## config.mk

```make
export PLATFORM = sky130hd
export DESIGN_NAME = debug_step_controller
export DESIGN_NICKNAME = d
export VERILOG_FILES = /design/src/rtl/debug_step_controller.sv
export SDC_FILE = /design/constraint.sdc
export NUM_CORES = 1
export LEC_CHECK = 0
export ABC_AREA = 1
export CELL_PAD_IN_SITES_DETAIL_PLACEMENT = 0
export CELL_PAD_IN_SITES_GLOBAL_PLACEMENT = 2
export CORE_MARGIN = 2
export CORE_UTILIZATION = 24
export DETAILED_ROUTE_END_ITERATION = 16
export PLACE_DENSITY_LB_ADDON = 0.1
export SLEW_MARGIN = 20
export SYNTH_ARGS = -nofsm -noshare
export SYNTH_HDL_FRONTEND = slang
export SYNTH_SLANG_ARGS = --single-unit
```

## constraint.sdc

```tcl
create_clock -name clk -period 4.4 [get_ports clk]
set_input_delay 0.44 -clock clk [delete_from_list [all_inputs] [get_ports clk]]
set_output_delay 0.44 -clock clk [all_outputs]
set_load 0.01 [all_outputs]
```

## src/rtl/debug_step_controller.sv

```systemverilog
`default_nettype none
// ============================================================================
// debug_step_controller : run/halt/step control producing the core clock-enable
// Revision 1.0
// ============================================================================
module debug_step_controller #(
    parameter int N         = 32,
    parameter int NBP       = 4,
    parameter int STEP_W    = 8,
    parameter int CNT_W     = 32,
    parameter int DB_CYCLES = 16
) (
    input  logic              clk,
    input  logic              rst,
    input  logic              pwr,
    input  logic              dbg,
    input  logic              stp,
    input  logic [STEP_W-1:0] step_len,
    input  logic [N-1:0]      pc,
    input  logic              retire,
    input  logic [NBP-1:0]    bp_en,
    input  logic [NBP*N-1:0]  bp_addr,
    output logic              enable,
    output logic              halted,
    output logic [1:0]        run_state,
    output logic              bp_hit,
    output logic [2:0]        bp_idx,
    output logic [STEP_W-1:0] steps_left,
    output logic [CNT_W-1:0]  cycle_count
);

    typedef enum logic [1:0] {
        IDLE = 2'b00,
        RUN  = 2'b01,
        HALT = 2'b10,
        STEP = 2'b11
    } state_t;

    localparam int        DB_W = (DB_CYCLES > 1) ? $clog2(DB_CYCLES) : 1;
    // Released levels of {dbg, stp, pwr}
    localparam logic [2:0] REST = 3'b011;

    logic [2:0] raw;
    logic [2:0] db;
    logic [1:0] db_d;
    logic       pwr_press;
    logic       stp_press;
    logic       dbg_q;

    assign raw = {dbg, stp, pwr};

    generate
        for (genvar i = 0; i < 3; i++) begin : g_sync
            logic            s1;
            logic            s2;
            logic            lvl;
            logic [DB_W-1:0] cnt;

            always_ff @(posedge clk) begin
                if (!rst) begin
                    s1  <= REST[i];
                    s2  <= REST[i];
                    lvl <= REST[i];
                    cnt <= '0;
                end else begin
                    s1 <= raw[i];
                    s2 <= s1;
                    if (s2 == lvl) begin
                        cnt <= '0;
                    end else if (cnt == DB_W'(DB_CYCLES - 1)) begin
                        lvl <= s2;
                        cnt <= '0;
                    end else begin
                        cnt <= cnt + 1'b1;
                    end
                end
            end

            assign db[i] = lvl;
        end
    endgenerate

    always_ff @(posedge clk) begin
        if (!rst) begin
            db_d <= REST[1:0];
        end else begin
            db_d <= db[1:0];
        end
    end

    assign pwr_press = db_d[0] & ~db[0];
    assign stp_press = db_d[1] & ~db[1];
    assign dbg_q     = db[2];

    state_t         state;
    logic           resume;
    logic [NBP-1:0] hits;
    logic [2:0]     hit_idx;
    logic           match;

    always_comb begin
        hit_idx = '0;
        for (int i = 0; i < NBP; i++) begin
            hits[i] = bp_en[i] && (pc == bp_addr[i*N +: N]);
        end
        for (int i = NBP - 1; i >= 0; i--) begin
            if (hits[i]) begin
                hit_idx = 3'(i);
            end
        end
    end

    // The first enabled cycle after a halt ignores breakpoints so the core can
    // step off the very PC it stopped on.
    assign match     = (|hits) && !resume;
    assign enable    = ((state == RUN) || (state == STEP)) && !match;
    assign halted    = (state == HALT);
    assign run_state = state;

    always_ff @(posedge clk) begin
        if (!rst) begin
            state       <= IDLE;
            resume      <= 1'b0;
            bp_hit      <= 1'b0;
            bp_idx      <= '0;
            steps_left  <= '0;
            cycle_count <= '0;
        end else begin
            if ((state == RUN) || (state == STEP)) begin
                resume <= 1'b0;
            end

            if (pwr_press && (state == IDLE)) begin
                cycle_count <= '0;
            end else if (enable && (cycle_count != {CNT_W{1'b1}})) begin
                cycle_count <= cycle_count + 1'b1;
            end

            if (pwr_press) begin
                if (state == IDLE) begin
                    state  <= dbg_q ? HALT : RUN;
                    bp_hit <= 1'b0;
                end else begin
                    state <= IDLE;
                end
                resume <= 1'b0;
            end else if (((state == RUN) || (state == STEP)) && match) begin
                state  <= HALT;
                bp_hit <= 1'b1;
                bp_idx <= hit_idx;
            end else if ((state == RUN) && dbg_q) begin
                state <= HALT;
            end else if ((state == HALT) && !dbg_q) begin
                state  <= RUN;
                bp_hit <= 1'b0;
                resume <= 1'b1;
            end else if ((state == HALT) && stp_press) begin
                state      <= STEP;
                steps_left <= (step_len == '0) ? STEP_W'(1) : step_len;
                bp_hit     <= 1'b0;
                resume     <= 1'b1;
            end else if ((state == STEP) && retire && enable) begin
                if (steps_left == STEP_W'(1)) begin
                    state      <= HALT;
                    steps_left <= '0;
                end else begin
                    steps_left <= steps_left - 1'b1;
                end
            end
        end
    end

endmodule
`default_nettype wire

```

==> summary.md <==
| Metric | Value |
|---|---|
| Largest stage delay, worst path | `~0.84 ns` |
| Max layer used | `met4` |
| Post-synth top flop | `dfxtp_1` |
| Clock root buffer | `clkbuf_16` |
| Drt pass-1 iters | `5` |
| CP startpoint | `pc[29]` |
| Post-Layout Cell Count | `approximately 1700` |
| Max-cap viol count | `0` |
| Die Area | `~27000 um2` |
| Final setup viols | `0` |
| GR Overflow Total | `0` |
| Nets | `1538` |
| Synth Net Count | `between 1000 and 1500` |
| P_int | `around 1.3 mW` |
| Width of the die | `about 170 um` |
| Post-CTS resize count | `0` |
| Synth warn | `0` |
| Total Wirelength | `slightly above 30000 um` |
| Count leader, synth | `nand2_1` |
| Post-synth top area cell | `dfxtp_1` |
| Worst path cell trace | `clkdlybuf4s50_1 > inv_2 > nand2_1 > nand2_1 > nor2_1 > nand2_1 > nor2_1 > nand3_1 > nor2_1 > nor2_1 > nand2_2 > a21oi_1 > clkdlybuf4s50_1` |
| Initial antenna violation count | `0` |
| R2R cell count | `10` |
| Layout Utilization | `0.354` |
| RD Place Congestion | `~0.94` |
| Chip height | `165 um` |
| Ant diodes | `0` |
| CTS tree | `yes` |
| Final Max Tran Viols | `0` |
| Crit Path Class | `primary input to output pin` |
| Largest net degree at the start of global routing | `24` |
| Post-Syn Area | `between 6000 and 7000 um2` |
| Layout fillers | `around 3000` |
| Setup TNS | `0 ns` |
| Sw Pwr | `between 0.6 and 0.7 mW` |
| CP max FO | `6` |
| Post-DRT Antenna Nets | `0` |
| Htree depth | `3` |
| Post-synthesis cell count | `around 1100` |
| Worst R2R Start | `cycle_count[0]` |
| Sequential fraction of the synthesis area | `0.221` |
| Power Dens Cells | `207 nW/um2` |
| Post-route DRC violation count | `0` |
| Boundary Pins | `226` |
| I/O Buffers | `roughly 220` |
| Hold Crit Class | `register to register` |
| Core Footprint | `25800 um2` |
| Clk pin slew, worst setup/hold paths | `around 0.060 ns` |
| Area grow syn2layout | `46.4%` |
| Crit share post-route | `0.819` |
| Synth area leaders | `dfxtp_1 22%, nand2_1 20%, nor2_1 11%` |
| GRT Util Overall | `0.225` |
| FMAX | `278 MHz` |
| Hpwl dp | `between 20000 and 30000 um` |
| Via density | `between 4 and 5` |
| Clk_lat worst skew | `0.34 ns` |
| Combinational fraction of design power | `0.297` |
| # Post-CTS Setup Buffers | `0` |
| Hold buffer count at cts | `0` |
| Share of layout cells above drive strength 1 | `0.0331` |
| Crit. End Element | `output pin` |
| Worst-margin pin slew | `approximately 0.62 ns` |
| Library cells used by synthesis | `45` |
| RSZ-0062 raised after global routing | `no` |
| Slowest CP cell | `clkdlybuf4s50_1` |
| Post-Syn Area per Cell | `around 5.5 um2` |
| Skew final | `0.00537 ns` |
| Met3 WL post-DR | `around 2000 um` |
| CP dominant cell by count | `nor2_1` |
| Setup crit end | `enable` |
| First-pass GRT wire length | `45100 um` |
| Switching part of the total | `0.328` |
| EDFF count, synth | `0` |
| Register share of total power | `0.338` |
| Pre-CTS WS | `~0.85 ns` |
| Yosys reg bits | `around 70` |
| CTS Buf Count | `9` |
| Flop-to-flop setup slack | `1.98 ns` |
| Wire length per cell | `~18 um` |
| DP Cell Count | `1678` |
| Max VDD drop | `roughly 0.14 mV` |
| Crit path time final | `roughly 3.6 ns` |
| First DRT Iteration DRCs | `571` |
| Yosys top cell area share | `0.221` |
| Row Count | `59` |
| Vias in the first global route | `7542` |
| Clock share of power | `0.365` |
| Vias | `7900` |
| CTS sink count | `between 60 and 70` |
| Startpoint Class | `primary input` |
| M1 WL | `15100 um` |
| Pwr Total | `1.90 mW` |
| Final Hold Viols | `0` |
| RR Endpoint | `cycle_count[26]` |
| Ys async rst share | `0` |
| Met2 WL | `between 10000 and 15000 um` |
| Clock buffer depth | `2` |
| Starting Density | `0.242` |
| Max-slew headroom | `0.585` |
| Worst Path Required | `3.96 ns` |
| Status | `finished, final reports clean` |
| Critical Path AT | `between 3 and 4 ns` |
| Final worst slack | `0.798 ns` |
| Pleak | `around 4.1 nW` |
| Post-synth top cells | `326 x nand2_1, 184 x nor2_1, 176 x inv_1` |
worst min-delay path by stage:
stage,start,to,slack [ns],cells after the start
floorplan,g_sync[2].s1,g_sync[2].s2,0.39,2
global placement,g_sync[2].s1,g_sync[2].s2,0.39,2
detailed placement,g_sync[1].s1,g_sync[1].s2,0.40,1
CTS,g_sync[0].s1,g_sync[0].s2,0.42,1
global route,g_sync[0].s1,g_sync[0].s2,0.43,1
finish,g_sync[0].s1,g_sync[0].s2,0.41,1
layout by cell type (no fill, tap or decap), types with 3 or more instances in the layout:
cell / instances
a21oi_1: 27
a31oi_1: 3
and3_1: 6
buf_4: 3
clkbuf_16: 9
clkdlybuf4s50_1: 224
clkinvlp_4: 3
dfxtp_1: 69
ha_1: 6
inv_1: 176
inv_2: 4
inv_6: 3
nand2_1: 326
nand2_2: 3
nand3_1: 59
nand4_1: 36
nor2_1: 184
nor3_1: 29
nor3b_1: 4
nor4_1: 9
o211ai_1: 6
o21a_1: 3
o21ai_0: 74
o21ai_1: 3
o22ai_1: 6
or2_1: 6
or2_2: 12
xnor2_1: 28
xor2_1: 19
cell type report:
class / instances / area (um2) / area share
tap: 335 / 419 / 0.0458
clock buffer: 9 / 225 / 0.0246
inverter: 181 / 682 / 0.0745
timing repair buffer: 227 / 2260 / 0.248
multi-input combinational: 866 / 4120 / 0.450
clock inverter: 7 / 57.6 / 0.00629
sequential: 69 / 1380 / 0.151
critical path: cells and delay by family:
family	cells	cell delay [ns]
buffers and inverters	3	1.54
AND/OR/NAND/NOR	9	1.05
AO/OA/AOI/OAI	1	0.11
state kept, by name (all words and copies together), names as in the netlist:
register,count
run_state,2
bp_idx,2
g_sync.s2,3
db_d,2
dbg_q,1
bp_hit,1
steps_left,8
cycle_count,32
g_sync.s1,3
g_sync.cnt,12
resume,1
g_sync.lvl,2
power groups by stage:
| stage | sequential [mW] | clock (mW) | combinational (mW) |
|---|---|---|---|
| after floorplan | 0.653 | 0 | 0.242 |
| after global placement | 0.655 | 0 | 0.564 |
| after detailed placement | 0.655 | 0 | 0.558 |
| after CTS | 0.641 | 0.711 | 0.561 |
| after global routing | 0.642 | 0.735 | 0.619 |
| final | 0.641 | 0.691 | 0.563 |
through the flow:
stage | hold WS, ns | instance area, um2
after global routing | 0.425 | 9150
after floorplan | 0.390 | 6250
final | 0.414 | 9150
after global placement | 0.395 | 8870
after detailed placement | 0.401 | 8870
after CTS | 0.417 | 9150
routing by layer:
metal,GRT usage,up-vias
li1,-,4032
met1,0.325,3514
met2,0.343,303
met3,0.0350,51
met4,0.0690,0
met5,0,-
cells by family (layout without fill, tap and decap cells):
kind of cell	count (synthesis)	after routing	share of synthesized area
AO/OA/AOI/OAI	129	129	0.113
XOR/XNOR	47	47	0.0659
adder cells (fa/ha/maj)	6	6	0.0120
buffers and inverters	194	424	0.120
flip-flops	69	69	0.221
other	1	1	0.000600
AND/OR/NAND/NOR	683	683	0.468
No activity file was read; power rests on OpenSTA's default activity.
